`src/rtl/gnr_sim_ctrl.sv`:
```
// Run controller for a Boolean gene-regulatory network node array: loads an
// initial state, steps tortoise/hare copies and stops on a Floyd meet or step limit.
//
// state | meaning
// ------+--------------------------------------------------------------
// IDLE  | waiting for start; init_vec captured on start
// LOAD  | one cycle of reset_nos so every node loads init_state
// RUN   | one hare/tortoise step per cycle until meet or MAX_STEPS
// DONE  | result held on result_* until result_ready
module gnr_sim_ctrl #(
    parameter int N_NODES   = 8,
    parameter int STEP_W    = 16,
    parameter int MAX_STEPS = 1000
) (
    input  logic               clk,
    input  logic               rst,
    input  logic               start,
    input  logic [N_NODES-1:0] init_vec,
    output logic               busy,
    output logic               reset_nos,
    output logic               start_s0,
    output logic               start_s1,
    output logic [N_NODES-1:0] init_state,
    input  logic [N_NODES-1:0] s0_vec,
    input  logic [N_NODES-1:0] s1_vec,
    output logic               result_valid,
    input  logic               result_ready,
    output logic [STEP_W-1:0]  result_steps,
    output logic [N_NODES-1:0] result_state,
    output logic               result_timeout
);

    typedef enum logic [1:0] {ST_IDLE, ST_LOAD, ST_RUN, ST_DONE} state_t;

    localparam logic [STEP_W-1:0] MAX_CNT = STEP_W'(MAX_STEPS);

    state_t             state_q, state_d;
    logic [STEP_W-1:0]  step_cnt_q, step_cnt_d;
    logic [N_NODES-1:0] init_state_q, init_state_d;
    logic [STEP_W-1:0]  res_steps_q, res_steps_d;
    logic [N_NODES-1:0] res_state_q, res_state_d;
    logic               res_timeout_q, res_timeout_d;
    logic               busy_q, busy_d;
    logic               reset_nos_q, reset_nos_d;
    logic               res_valid_q, res_valid_d;

    logic attractor;
    logic limit_hit;
    logic step_en;

    // The step strobes decode the live node compare so the array advances one
    // hare step per RUN cycle; the node vectors are themselves registered.
    assign attractor = (state_q == ST_RUN) && (step_cnt_q != '0) && (s0_vec == s1_vec);
    assign limit_hit = (state_q == ST_RUN) && (step_cnt_q == MAX_CNT);
    assign step_en   = (state_q == ST_RUN) && !attractor && !limit_hit;

    always_comb begin
        state_d       = state_q;
        step_cnt_d    = step_cnt_q;
        init_state_d  = init_state_q;
        res_steps_d   = res_steps_q;
        res_state_d   = res_state_q;
        res_timeout_d = res_timeout_q;
        case (state_q)
            ST_IDLE: begin
                if (start) begin
                    init_state_d = init_vec;
                    step_cnt_d   = '0;
                    state_d      = ST_LOAD;
                end
            end
            ST_LOAD: state_d = ST_RUN;
            ST_RUN: begin
                if (attractor) begin
                    res_steps_d   = step_cnt_q;
                    res_state_d   = s1_vec;
                    res_timeout_d = 1'b0;
                    state_d       = ST_DONE;
                end else if (limit_hit) begin
                    res_steps_d   = step_cnt_q;
                    res_state_d   = s1_vec;
                    res_timeout_d = 1'b1;
                    state_d       = ST_DONE;
                end else begin
                    step_cnt_d = step_cnt_q + STEP_W'(1);
                end
            end
            ST_DONE: begin
                if (result_ready) state_d = ST_IDLE;
            end
            default: state_d = ST_IDLE;
        endcase
        busy_d      = (state_d != ST_IDLE);
        reset_nos_d = (state_d == ST_LOAD);
        res_valid_d = (state_d == ST_DONE);
    end

    always_ff @(posedge clk) begin
        if (rst) begin
            state_q       <= ST_IDLE;
            step_cnt_q    <= '0;
            init_state_q  <= '0;
            res_steps_q   <= '0;
            res_state_q   <= '0;
            res_timeout_q <= 1'b0;
            busy_q        <= 1'b0;
            reset_nos_q   <= 1'b0;
            res_valid_q   <= 1'b0;
        end else begin
            state_q       <= state_d;
            step_cnt_q    <= step_cnt_d;
            init_state_q  <= init_state_d;
            res_steps_q   <= res_steps_d;
            res_state_q   <= res_state_d;
            res_timeout_q <= res_timeout_d;
            busy_q        <= busy_d;
            reset_nos_q   <= reset_nos_d;
            res_valid_q   <= res_valid_d;
        end
    end

    assign busy           = busy_q;
    assign reset_nos      = reset_nos_q;
    assign start_s0       = step_en;
    assign start_s1       = step_en;
    assign init_state     = init_state_q;
    assign result_valid   = res_valid_q;
    assign result_steps   = res_steps_q;
    assign result_state   = res_state_q;
    assign result_timeout = res_timeout_q;

endmodule

```
`config.mk`:
```
export PLATFORM = sky130hd
export DESIGN_NAME = gnr_sim_ctrl
export DESIGN_NICKNAME = d
export VERILOG_FILES = /design/src/rtl/gnr_sim_ctrl.sv
export SDC_FILE = /design/constraint.sdc
export NUM_CORES = 1
export LEC_CHECK = 0
export BUFFER_PORTS_ARGS = -buffer_cell sky130_fd_sc_hd__buf_2
export CAP_MARGIN = 20
export CELL_PAD_IN_SITES_DETAIL_PLACEMENT = 1
export CELL_PAD_IN_SITES_GLOBAL_PLACEMENT = 1
export CORE_MARGIN = 2
export CORE_UTILIZATION = 40
export DETAILED_ROUTE_END_ITERATION = 16
export GPL_ROUTABILITY_DRIVEN = 0
export PLACE_DENSITY = 0.92
export SKIP_CTS_REPAIR_TIMING = 1
export SYNTH_ARGS = -nofsm -noshare
export SYNTH_HDL_FRONTEND = slang
export SYNTH_SLANG_ARGS = --single-unit
```
`constraint.sdc`:
```
create_clock -name clk -period 4.34 [get_ports clk]
set_clock_uncertainty 0.1 [all_clocks]
set_input_delay 1.085 -clock clk [delete_from_list [all_inputs] [get_ports clk]]
set_output_delay 1.085 -clock clk [all_outputs]
set_load 0.02 [all_outputs]
```
# Word-level counts from Yosys, hierarchy flattened
# Cells that the tools add are included.
dict set report totals {
  register_bits 54
  latchBits 0
  ramBits 0
  rom_bits 0
  input_bits 28
  output_inout_bits 38
  elab_cells 50
  memories 0
}
dict set report op_classes {
  add_sub_neg 1
  n_mul 0
  div_mod_pow 0
  order_cmp 0
  n_eq_ne 10
  n_shift 0
  mux 15
  n_bitwise 0
  n_reduce_logical 15
}
# operator count
set op_table {}
lappend op_table {{$mux W16} 5}
lappend op_table {{$pmux W16 S2} 1}
lappend op_table {{$add A16 B1 Y16 const B} 1}
lappend op_table {{$eq A16 B10 Y1 const B} 1}
lappend op_table {{$mux W8} 2}
lappend op_table {{$reduce_bool A16 Y1} 1}
lappend op_table {{$eq A8 B8 Y1} 1}
lappend op_table {{$mux W2} 4}
lappend op_table {{$pmux W2 S4} 1}
lappend op_table {{$eq A2 B2 Y1 const B} 3}
lappend op_table {{$ne A2 B2 Y1 const B} 3}
lappend op_table {{$reduce_bool A2 Y1} 3}
lappend op_table {{$logic_and A1 B1 Y1} 5}
lappend op_table {{$eq A2 B1 Y1 const B} 2}
lappend op_table {{$reduce_and A2 Y1} 2}
lappend op_table {{$reduce_and A4 Y1} 1}
lappend op_table {{$logic_not A1 Y1} 2}
lappend op_table {{$logic_not A2 Y1} 1}
lappend op_table {{$mux W1} 2}

# Logic depth before layout (Yosys ltp)
dict set report depth {
  word_depth 6
  depth_mapped 10
  mapped_depth_nobuf 7
}

# Worst setup path after synthesis
# Ideal clock, no wire load.
dict set report synth_path {
  path_kind {input port to output port}
  from {in s0_vec[2]}
  to {out start_s1}
  arrival_ns 2.694
  t_required_ns 3.155
  slack_ns 0.461
  path_stages 9
  n_path_buf 4
  cell_sequence {xnor2_1 > nand4_1 > nor4_1 > a21o_1 > buf_6 > buf_6 > buf_4 > nor3_1 > buf_4}
}
dict set report synth_via {
  elab_chain_len 5
}
# element line
set synth_lines {}
lappend synth_lines {{start, declared} 24} ;# input logic [N_NODES-1:0] s0_vec,
lappend synth_lines {{$eq A8 B8 Y1} 53} ;# assign attractor = (state_q == ST_RUN) && (step_cnt_q != '0) && (s0_vec == s1_vec);
lappend synth_lines {{$logic_and A1 B1 Y1} 53}
lappend synth_lines {{$logic_not A1 Y1} 55} ;# assign step_en = (state_q == ST_RUN) && !attractor && !limit_hit;
lappend synth_lines {{$logic_and A1 B1 Y1 (2 in a row)} 55}
lappend synth_lines {{end, declared} 22} ;# output logic start_s1,
# No other way between the ends.

# Worst setup path in the final report
dict set report layout_path {
  from {in s1_vec[4]}
  to {out start_s1}
}
dict set report layout_via {
  elab_chain_len 5
}
# element line
set layout_lines {}
lappend layout_lines {{start, declared} 25} ;# input logic [N_NODES-1:0] s1_vec,
lappend layout_lines {{$eq A8 B8 Y1} 53}
lappend layout_lines {{$logic_and A1 B1 Y1} 53}
lappend layout_lines {{$logic_not A1 Y1} 55}
lappend layout_lines {{$logic_and A1 B1 Y1 (2 in a row)} 55}
# No other way between the ends.

==> results.md <==
* Post-route ant nets at 0
* DIE WIDTH at slightly below 80 um
* Largest net degree at the start of global routing at 56
* Tmin final at 3450 ps
* Later-pin clock latency in the skew report at 310 ps
* CTS root buf: clkbuf_8
* Hold WS at 357 ps
* Post-synthesis sequential area ratio at 47.3%
* Synth Warn # at 0
* Total Routing Usage GR at 20.1%
* Initial Util at 41.5%
* Post-DP Area at ~0.0026 mm^2
* Critical Path End Type: output pin
* Hold path cells at 2
* Maximum clock rate at 0.290 GHz
* RR Startpoint: step_cnt_q[0]$_SDFFE_PP0P_
* Cell family with most CP delay: simple AND/OR/NAND/NOR gates
* Yosys top cell area share at approximately 47%
* Initial antenna violation count at 0
* Met2 Use GR at 35.2%
* Core Area at 0.00551 mm^2
* R2R cell count at 8
* Worst Hold Class: flop to flop
* Cell Area, Synth at 0.00229 mm^2
* Max Cap Viol at 0
* Post-DR wirelength/cell at 15.2 um
* Power, Total at just under 900 uW
* RSZ-0062 raised after global routing: no
* Drt via density at 5.31
* Critical Path Slowest Stage Cell: nor4_1
* Setup TNS at 0 ps
* Area grow syn2layout at 19.1%
* Worst Hold Endpoint: init_state[2]$_SDFFE_PP0P_
* Die height at between 70 and 80 um
* Depth of the CTS H-tree at 2
* Most used cell, CP: buf_2
* Crit Path Max Fanout at 3
* Setup violators final at 0
* Count of cell types in the netlist at 30
* Leak at 1.08 nW
* Die Area at ~0.0063 mm^2
* Slew of the pin with the lowest slew margin at 728 ps
* Number of global-route vias before repair at 2192
* Final Hold Fails at 0
* Clk sinks at 54
* Cells after synthesis at 261
* Slew HR at about half
* Worst setup SP type: primary input
* PD cells at 325 mW/mm^2
* Reg-to-reg endpoint: step_cnt_q[13]$_SDFFE_PP0P_
* Fin worst setup slack at 892 ps
* First DRT Iteration DRCs at 114
* Post-route cell area at 0.00272 mm^2
* First-pass GRT wire length at approximately 10 mm
* Vias at ~2100
* Number of synthesized register bits at 54
* M3 GR Usage at 4.98%
* Total gr overflow at 0
* Worst-case clock buffer depth at 2
* Ports at 66
* CP cell instances: buf_2 > xnor2_1 > nand3_1 > nor4_1 > a21o_2 > nor3_1 > buf_2
* First-pass DRT Iterations at 4
* Peak VDD IR at 0.166 mV
* Syn_nets at 291
* CP arrival at ~2300 ps
* DRC errors left at 0
* Post-Layout Cell Count at 392
* WL final at 5.94 mm
* Most used routing layer: met2
* Diode count at 0
* Buf/Inv on CP at 2
* Worst hold start: init_state[2]$_SDFFE_PP0P_
* Reg2reg setup slack at 1750 ps
* CP Class: primary input to output pin
* Clock transition at path regs at 90 ps
* CTS tree: done
* I/O Buffers at 65
* DPL Wire Length at 4.26 mm
* WP data required at 3150 ps
* Row cnt at 27
* Cell type with the largest total area after synthesis: dfxtp_1
* Placed insts at between 300 and 400
* Final Util at 49.4%
* Pre-CTS setup slack at 871 ps
* Layout cells sized above 1 at 24.4%
* Mean Syn Cell Area at 8.76 um^2
* CTS buffer count at 5
* Critical Path Max Stage Delay at 400 ps
* Ranking of synthesized cells by area: dfxtp_1, mux2i_1, nor2_1
* Period utilization at 79.4%
* FILL cells at 695
* Pins Over Slew Limit at 0
* Status: finished, final reports clean
* Nets@finish at between 300 and 400
* Met1 Use GR at 23.7%
cell usage after synthesis, drive strengths merged:
cell,number
a211oi,1
a21boi,1
a21o,1
a21oi,26
and2,1
and3,4
and4b,1
buf,6
clkbuf,10
dfxtp,54
ha,2
inv,2
mux2i,24
nand2,25
nand2b,2
nand3,7
nand4,10
nor2,35
nor2b,1
nor3,3
nor4,3
o21ai,16
o31ai,2
or2,1
or3,13
or4,2
xnor2,7
xor2,1
worst max path at each step:
stage               startpoint        to  cells past startpoint
CTS                  s1_vec[1]  start_s1                      7
global route         s1_vec[4]  start_s1                      7
finish               s1_vec[4]  start_s1                      7
global placement     s1_vec[7]  start_s0                      7
floorplan            s0_vec[2]  start_s1                      9
detailed placement   s1_vec[1]  start_s1                      7
sequential cells by signal, summed over array words and instances, names as in the netlist:
signal	cells
result_steps	16
step_cnt_q	16
init_state	8
result_state	8
state_q	2
busy	1
reset_nos	1
result_timeout	1
result_valid	1
cell type report:
| type | instances | area (um^2) | share of cell area (%) |
|---|---|---|---|
| clock buffers | 6 | 82.6 | 3.03 |
| clock inverters | 2 | 12.5 | 0.460 |
| inverters | 2 | 7.51 | 0.276 |
| multi-input cells | 189 | 1110 | 40.7 |
| flip-flops and latches | 54 | 1080 | 39.7 |
| well taps | 72 | 90.1 | 3.31 |
| repair buffers | 67 | 340 | 12.5 |
kinds of logic (layout without fill, tap and decap cells):
kind of cell / count (synthesis) / count (layout) / synth area share (%)
mux: 24 / 24 / 10.5
buf+inv: 18 / 77 / 4.27
flops: 54 / 54 / 47.3
xor+xnor: 8 / 8 / 3.07
fa+ha+maj: 2 / 2 / 1.09
compound gates: 47 / 47 / 10.8
simple gates: 108 / 108 / 22.9
worst min-delay path, delay by kind of cell (launching register included):
kind	cells	cell delay [ps]
flip-flops	1	320
AND/OR/NAND/NOR	1	50
AO/OA/AOI/OAI	1	50
report_power, final:
group	switching, mW	total [mW]	internal [mW]
Sequential	0.00580	0.509	0.504
Clock	0.168	0.296	0.129
Combinational	0.0499	0.0788	0.0289
Total	0.223	0.885	0.661
layout by cell type, fill, tap and decap left out, types with 2 or more instances in the layout:
cell type,count
and3_1,4
or3_1,13
a21oi_1,26
nand2b_1,2
buf_2,65
buf_4,2
nor3_1,3
clkbuf_8,6
inv_1,2
nor4_1,3
ha_1,2
nand2_1,25
nor2_1,35
o31ai_1,2
xnor2_1,7
nand4_1,10
o21ai_0,16
or4_1,2
mux2i_1,24
dfxtp_1,54
nand3_1,6
metal layers:
layer  part of all wire, %  vias up
met4                   2.2        0
met2                    49       53
met1                    43      991
li1                      -     1023
met3                   5.0       13
met5                     0        -
Note: power is estimated with default switching activity, not from simulation.
